--- config.mk ---
export PLATFORM = sky130hd
export DESIGN_NAME = mlp_layer_sequencer
export DESIGN_NICKNAME = d
export VERILOG_FILES = /design/src/rtl/mlp_layer_sequencer.sv
export SDC_FILE = /design/constraint.sdc
export NUM_CORES = 1
export LEC_CHECK = 0
export ABC_AREA = 1
export BUFFER_PORTS_ARGS = -buffer_cell sky130_fd_sc_hd__buf_2
export CORE_MARGIN = 2
export CORE_UTILIZATION = 42
export CTS_CLUSTER_DIAMETER = 80
export DETAILED_ROUTE_END_ITERATION = 8
export PLACE_DENSITY_LB_ADDON = 0.25
export SETUP_SLACK_MARGIN = 0.4
export SLEW_MARGIN = 20
export SYNTH_ARGS = -nofsm -noshare
export SYNTH_HDL_FRONTEND = slang
export SYNTH_SLANG_ARGS = --single-unit
--- constraint.sdc ---
create_clock -name clk -period 1.4 [get_ports clk]
set_input_delay 0.14 -clock clk [delete_from_list [all_inputs] [get_ports clk]]
set_output_delay 0.14 -clock clk [all_outputs]
set_load 0.02 [all_outputs]
--- src/rtl/mlp_layer_sequencer.sv ---
// Purpose : time-multiplexes one shared MAC across every neuron of a dense MLP layer.
// Latency : one neuron every 3 cycles plus the MAC latency (7 cycles with a 4-cycle MAC); results are registered.
// Backpres: none; start is ignored while busy, and a silent MAC is aborted by a watchdog.
//
// Ports:
//   clk, reset_n                  clock and async active-low reset
//   start, x_in                   layer start request and the layer input vector (latched on accept)
//   busy, err                     layer in progress / sticky MAC-timeout flag
//   w_rd_en, w_rd_addr            weight-memory read strobe and neuron index
//   w_rd_data, b_rd_data          weight row and bias, valid one cycle after w_rd_en
//   mac_start, mac_x,
//   mac_weights, mac_bias         MAC launch pulse and its registered operands
//   mac_output, mac_done          MAC result and its completion pulse
//   y_valid, y_idx, y_data        one registered result per neuron
//   layer_done                    pulses with the last y_valid of the layer
module mlp_layer_sequencer #(
    parameter int NUM_FEATURES  = 4,
    parameter int NUM_NEURONS   = 8,
    parameter int FP_TOTAL_BITS = 16,
    parameter int FP_FRAC_BITS  = 8,
    parameter int RELU_EN       = 1,
    parameter int MAC_TIMEOUT   = 15,
    localparam int IDX_W = (NUM_NEURONS > 1) ? $clog2(NUM_NEURONS) : 1
) (
    input  logic                                              clk,
    input  logic                                              reset_n,
    input  logic                                              start,
    input  logic signed [NUM_FEATURES-1:0][FP_TOTAL_BITS-1:0] x_in,
    output logic                                              busy,
    output logic                                              w_rd_en,
    output logic        [IDX_W-1:0]                           w_rd_addr,
    input  logic signed [NUM_FEATURES-1:0][FP_TOTAL_BITS-1:0] w_rd_data,
    input  logic signed [FP_TOTAL_BITS-1:0]                   b_rd_data,
    output logic                                              mac_start,
    output logic signed [NUM_FEATURES-1:0][FP_TOTAL_BITS-1:0] mac_x,
    output logic signed [NUM_FEATURES-1:0][FP_TOTAL_BITS-1:0] mac_weights,
    output logic signed [FP_TOTAL_BITS-1:0]                   mac_bias,
    input  logic signed [FP_TOTAL_BITS-1:0]                   mac_output,
    input  logic                                              mac_done,
    output logic                                              y_valid,
    output logic        [IDX_W-1:0]                           y_idx,
    output logic signed [FP_TOTAL_BITS-1:0]                   y_data,
    output logic                                              layer_done,
    output logic                                              err
);

    // The fractional width only describes the Q format the MAC works in;
    // this block never rescales, so it is just sanity-checked here.
    if (NUM_NEURONS < 1 || MAC_TIMEOUT < 1 ||
        FP_FRAC_BITS < 0 || FP_FRAC_BITS >= FP_TOTAL_BITS) begin : g_bad_params
        $error("mlp_layer_sequencer: illegal parameter combination");
    end

    localparam int WD_W = (MAC_TIMEOUT > 1) ? $clog2(MAC_TIMEOUT + 1) : 1;
    localparam logic [IDX_W-1:0] LAST_N  = IDX_W'(NUM_NEURONS - 1);
    localparam logic [WD_W-1:0]  WD_LAST = WD_W'(MAC_TIMEOUT - 1);

    typedef enum logic [2:0] {
        IDLE,
        FETCH,
        LOAD,
        RUN,
        WAIT
    } state_t;

    state_t           state;
    state_t           state_nxt;
    logic [IDX_W-1:0] n;
    logic [WD_W-1:0]  wd;
    logic             end_pulse;   // high in the cycle after a layer finishes or aborts
    logic             accept;
    logic             take;
    logic             timeout;
    logic             last_n;

    assign last_n = (n == LAST_N);

    always_ff @(posedge clk or negedge reset_n) begin
        if (!reset_n) begin
            state <= IDLE;
        end else begin
            state <= state_nxt;
        end
    end

    always_comb begin
        state_nxt = state;
        accept    = 1'b0;
        take      = 1'b0;
        timeout   = 1'b0;
        case (state)
            IDLE: begin
                // The cycle carrying layer_done / the abort is already IDLE,
                // but a start arriving alongside it is still treated as too early.
                if (start && !end_pulse) begin
                    accept    = 1'b1;
                    state_nxt = FETCH;
                end
            end
            FETCH: state_nxt = LOAD;
            LOAD:  state_nxt = RUN;
            RUN:   state_nxt = WAIT;
            WAIT: begin
                // A done arriving on the final watchdog cycle still counts.
                if (mac_done) begin
                    take      = 1'b1;
                    state_nxt = last_n ? IDLE : FETCH;
                end else if (wd == WD_LAST) begin
                    timeout   = 1'b1;
                    state_nxt = IDLE;
                end
            end
            default: state_nxt = IDLE;
        endcase
    end

    assign busy      = (state != IDLE);
    assign w_rd_en   = (state == FETCH);
    assign w_rd_addr = (state == FETCH) ? n : '0;
    assign mac_start = (state == RUN);

    always_ff @(posedge clk or negedge reset_n) begin
        if (!reset_n) begin
            mac_x       <= '0;
            mac_weights <= '0;
            mac_bias    <= '0;
            n           <= '0;
            wd          <= '0;
            err         <= 1'b0;
            y_valid     <= 1'b0;
            y_idx       <= '0;
            y_data      <= '0;
            layer_done  <= 1'b0;
            end_pulse   <= 1'b0;
        end else begin
            y_valid    <= take;
            layer_done <= take && last_n;
            end_pulse  <= (take && last_n) || timeout;

            if (accept) begin
                mac_x <= x_in;
                n     <= '0;
                err   <= 1'b0;
            end

            if (state == LOAD) begin
                mac_weights <= w_rd_data;
                mac_bias    <= b_rd_data;
            end

            if (state == RUN) begin
                wd <= '0;
            end else if (state == WAIT) begin
                wd <= wd + 1'b1;
            end

            if (take) begin
                // ReLU only inspects the sign bit; the value is otherwise untouched.
                y_data <= (RELU_EN != 0 && mac_output[FP_TOTAL_BITS-1]) ? '0 : mac_output;
                y_idx  <= n;
                if (!last_n) begin
                    n <= n + 1'b1;
                end
            end

            if (timeout) begin
                err <= 1'b1;
            end
        end
    end

endmodule

# Word-level counts from Yosys, hierarchy flattened
# Cells that the tools add are included.
[word_totals]
regBits = 177
word_cells = 58
out_inout_bits = 172
input_bits = 164
[op_classes]
addsub = 2
n_reduce_logical = 9
eq_ne = 8
muxes = 21
[op_table]
columns = ["operator", "n"]
rows = [
  ["3-bit 2-to-1 mux", 7],
  ["15-bit 2-to-1 mux", 1],
  ["3-bit one-hot mux with 5 select lines", 1],
  ["1-bit 2-to-1 mux", 10],
  ["4-bit 2-to-1 mux", 2],
  ["3-bit by 2-bit equality test with 1-bit output, second input constant", 2],
  ["3-bit equality test, second input constant", 2],
  ["4-bit by 1-bit adder with 4-bit output, second input constant", 1],
  ["4-bit equality test, second input constant", 1],
  ["2-bit nonzero test", 2],
  ["3-bit by 1-bit adder with 3-bit output, second input constant", 1],
  ["3-bit by 1-bit equality test with 1-bit output, second input constant", 1],
  ["3-bit logical NOT", 1],
  ["3-bit inequality test, second input constant", 1],
  ["3-bit nonzero test", 1],
  ["1-bit logical AND", 2],
  ["2-bit inequality test, second input constant", 1],
  ["2-bit AND reduction", 1],
  ["1-bit logical NOT", 1],
  ["1-bit logical OR", 1],
]

# Depth between registers and ports, before layout
[depth]
depth_word = 7
depth_mapped = 7
mapped_depth_nobuf = 6

# Worst setup path before layout
# OpenSTA, ideal clock, no wires.
[synth_path]
kind = "reg2reg"
startpoint = "register n[0]"
endpoint = "register n[0]"
required_ns = 1.282
path_slack_ns = 0.039
arrival_time_ns = 1.244
stages_incl_launch_ff = 7
path_buffers = 0
path_cell_list = "dfrtp_1 > ha_1 > ha_1 > nor2_1 > nand3_1 > nand3_1 > nand2_1"
[synth_via]
elab_chain_len = 3
[synth_rtl]
columns = ["element", "line", "text"]
rows = [
  ["start, declared", "68", "logic [IDX_W-1:0] n;"],
  ["start signal, assigned", "162", "n <= n + 1'b1;"],
  ["3-bit by 1-bit adder with 3-bit output, or another cell as far along", "162", ""],
  ["3-bit 2-to-1 mux", "161", "if (!last_n) begin"],
  ["3-bit 2-to-1 mux *", "157", "if (take) begin"],
]
# Mark *: on every way between the ends. The rest lies on a longest branch, timed or not.
# A chain may end at the register's enable or synchronous reset.

# Final worst setup path
[layout_path]
startpoint = "register state[1]"
endpoint = "register mac_x[3] in the netlist's numbering"
[layout_via]
elab_chain_len = 2
[layout_rtl]
columns = ["element", "line", "text"]
rows = [
  ["start, declared", "66", "state_t state;"],
  ["start signal, assigned", "82", "state <= state_nxt;"],
  ["3-bit logical NOT", "91", "case (state)"],
  ["1-bit 2-to-1 mux", "91", ""],
  ["end signal, assigned", "141", "mac_x <= x_in;"],
  ["end, declared", "35", "output logic signed [NUM_FEATURES-1:0][FP_TOTAL_BITS-1:0] mac_x,"],
]
# No other way between the ends.

==> metrics.md <==
| Metric | Value |
|---|---|
| Die width | ~130 um |
| Cell mode on critical path | buf_6 |
| Post-DP HPWL | roughly 14000 um |
| Critical path's top delay family | buffers and inverters |
| WP data required | between 1.5 and 2 ns |
| Overall routing resource usage | 27.8% |
| Critical Path Sink Type | flop |
| I/O Pins | roughly 340 |
| Clock Pin Slew Worst Setup and Hold Paths | approximately 0.070 ns |
| Core area | approximately 0.016 mm2 |
| Top-area cell type share of the netlist area | approximately 63% |
| Routability congestion estimate | just under 0.8 |
| Hold Crit Class | input port to flop |
| Die ar. | about 0.018 mm2 |
| EDFF count, synth | 0 |
| Fin. Hold Viols | 0 |
| Final period util | 123% |
| Site Rows | 47 |
| Nets | between 1000 and 1500 |
| Yosys warning count | 0 |
| Maxcap violations | 0 |
| CTS tree | done |
| Initial Utilization | 42.7% |
| Slew HR | between 60% and 70% |
| Accumulated negative setup slack | -8.54 ns |
| Die H | 133 um |
| Cell taking the most area after synthesis | dfrtp_1 |
| Worst EP arrival | around 2.0 ns |
| Ys async rst share | 100% |
| Unrepaired setup endpoints after global routing | true |
| Total power | ~27 mW |
| Final min period | between 1.5 and 2 ns |
| #FFs+latches synth | around 180 |
| Routed Antenna Nets | 0 |
| CTS sink count | between 150 and 200 |
| Fin. max-slew vios | 0 |
| PnR worst setup slack | -0.321 ns |
| Routed via count | approximately 7600 |
| Setup violations, final | 89 |
| First-pass GRT wire length | around 39000 um |
| Slowest CP cell | dfrtp_2 |
| Register-to-Register Setup Slack | -0.32 ns |
| Peak VDD IR | ~0.0011 V |
| Number of global-route vias before repair | 7649 |
| Synthesis-to-finish area growth | 72.9% |
| FMAX | 0.581 GHz |
| Leak Pwr | 6.64 nW |
| Setup crit start kind | flop |
| Synth unique cells | 20 |
| Worst skew pair latency | 0.43 ns |
| Wire per inst | ~17 um |
| Status | complete, but fails checks |
| Drt pass-1 iters | 5 |
| Initial antenna violation count | 2 |
| H-tree depth | 4 |
| Worst clock skew | ~0.011 ns |
| Port Buffers | 334 |
| Largest net degree at the start of global routing | 75 |
| Measured slew at the worst slew-check pin | 0.581 ns |
| Syn nets | 945 |
| Grt ovf | 0 |
| Top cells by area, synth | dfrtp_1 (63%), nand2_1 (15%), nand3_1 (7.9%) |
| Starting DRT DRC Count | 572 |
| DRT Wirelength | about 26000 um |
| Pwr Density | around 2200 mW/mm2 |
| Synth Area per Inst | between 9 and 10 um2 |
| Peak fanout along the critical path | 21 |
| Final Cell Area | between 0.01 and 0.015 mm2 |
| Cells along the critical path | buf_12 -> nor2_4 -> buf_6 -> nand4_4 -> buf_6 -> buf_16 -> o21ai_1 |
| Post-synth top cells | nand2_1 (274), dfrtp_1 (176), nand3_1 (111) |
| Sequential-to-total area share from yosys stat | between 60% and 70% |
| CP Buf/Inv Count | 4 |
| Bufs on Longest Clock Path | 2 |
| Placement Cell Area | just over 0.009 mm2 |
| Vias per cell | about 5.0 |
| Root buf cell | clkbuf_16 |
| Syn Inst Count | between 700 and 800 |
| # DRC | 0 |
| Ys flop type | dfrtp_1 |
| Num CTS Buffers | 17 |
| Synthesized area | 0.00700 mm2 |
| Most common cell in the netlist | nand2_1 |
| Largest stage delay on the critical path | 0.45 ns |
| Failing checks | setup timing |
| Share of cells above drive strength 1 | between 30 and 40% |
| Critical path class | flop to flop |
-- power by group --
part / switching (mW) / leakage (nW) / internal, mW / total [mW]
logic: 8.41 / 4.14 / 5.05 / 13.5
clock network: 2.12 / 0.287 / 2.75 / 4.87
registers: 1.42 / 2.21 / 7.39 / 8.81
-- final cells by class --
| cell class | count | area (um2) |
|---|---|---|
| Antenna cell | 2 | 5.00 |
| Sequential cell | 176 | 4410 |
| Timing Repair Buffer | 542 | 4100 |
| Fill cell | 1080 | 4310 |
| Clock buffer | 19 | 453 |
| Multi-Input combinational cell | 479 | 2410 |
| Tap cell | 220 | 275 |
| Clock inverter | 13 | 149 |
| Inverter | 78 | 295 |
-- metrics by stage --
step	hold WS (ns)	cells	util (%)	setup slack (ns)
3_3_place_gp	0.111	1307	55.6	0.0911
5_1_grt	0.108	1529	73.8	-0.366
3_5_place_dp	0.111	1307	55.6	0.0615
2_1_floorplan	-0.156	777	-	0.135
6_report	0.121	1529	73.8	-0.321
4_1_cts	0.0912	1522	72.4	-0.134
-- cells by family (layout without fill, tap and decap cells) --
logic type	after synthesis	after routing	synth area share (%)
buf+inv	122	652	6.95
other cells	1	3	0.0536
flops	176	176	62.9
compound gates	74	74	5.29
fa+ha+maj	4	4	0.715
xor+xnor	1	1	0.125
simple gates	399	399	23.9
-- worst register-to-register path, stage by stage, from the launching register on --
cell and delay (ns):
dfrtp_2 0.45, buf_12 0.14, nor2_4 0.09, buf_6 0.11
nand4_4 0.12, buf_6 0.19, buf_16 0.16, o21ai_1 0.32
-- registers in the layout (all words and copies together) (netlist names) --
signal,flops
end_pulse,1
err,1
layer_done,1
mac_bias,16
mac_weights,64
mac_x,64
n,3
state,3
wd,4
y_data,15
y_idx,3
y_valid,1
-- metal layers --
layer | part of all wire (%) | vias to the layer above | GRT usage (%) | wire length, um
li1 | - | 3480 | - | -
met1 | 37 | 3606 | 32.8 | 9650
met2 | 49 | 439 | 47.0 | 12600
met3 | 9.1 | 104 | 8.71 | 2360
met4 | 5.0 | 0 | 12.6 | 1300
met5 | 0 | - | 0 | 0
-- what timing repair did --
action	CTS	global route
resized for setup	73	30
hold endpoints to repair	193	0
hold buffers	160	0
endpoints found under the setup margin	347	347
buffers inserted	16	1
pin swaps	5	11
cloned	7	4
-- final timing paths --
kind	startpoint	depth (start not counted)	end
setup / recovery	state[1]	7	mac_x[3]
hold / removal	mac_done	4	err
setup reg to reg	state[1]	7	mac_x[3]
hold reg to reg	mac_weights[14]	2	mac_weights[14]
max in group asynchronous	reset_n	3	y_data[2]
min in group asynchronous	reset_n	2	mac_x[30]
-- placed cells by master (no fill, tap or decap), types with 3 or more instances in the layout --
cell type and n:
dfrtp_1 173, clkbuf_16 21, inv_6 4, buf_16 9, nand2_2 28, buf_12 10, buf_4 14, buf_6 18
o21ai_2 11, nor2_4 9, nand2_1 244, buf_2 326, dlygate4sd3_1 160, clkinv_4 3, clkinvlp_4 3, o21ai_1 60
inv_2 3, dfrtp_2 3, nand3_1 96, inv_1 74, nand3_4 3, nand3_2 12
Note: power is estimated with default switching activity, not from simulation.
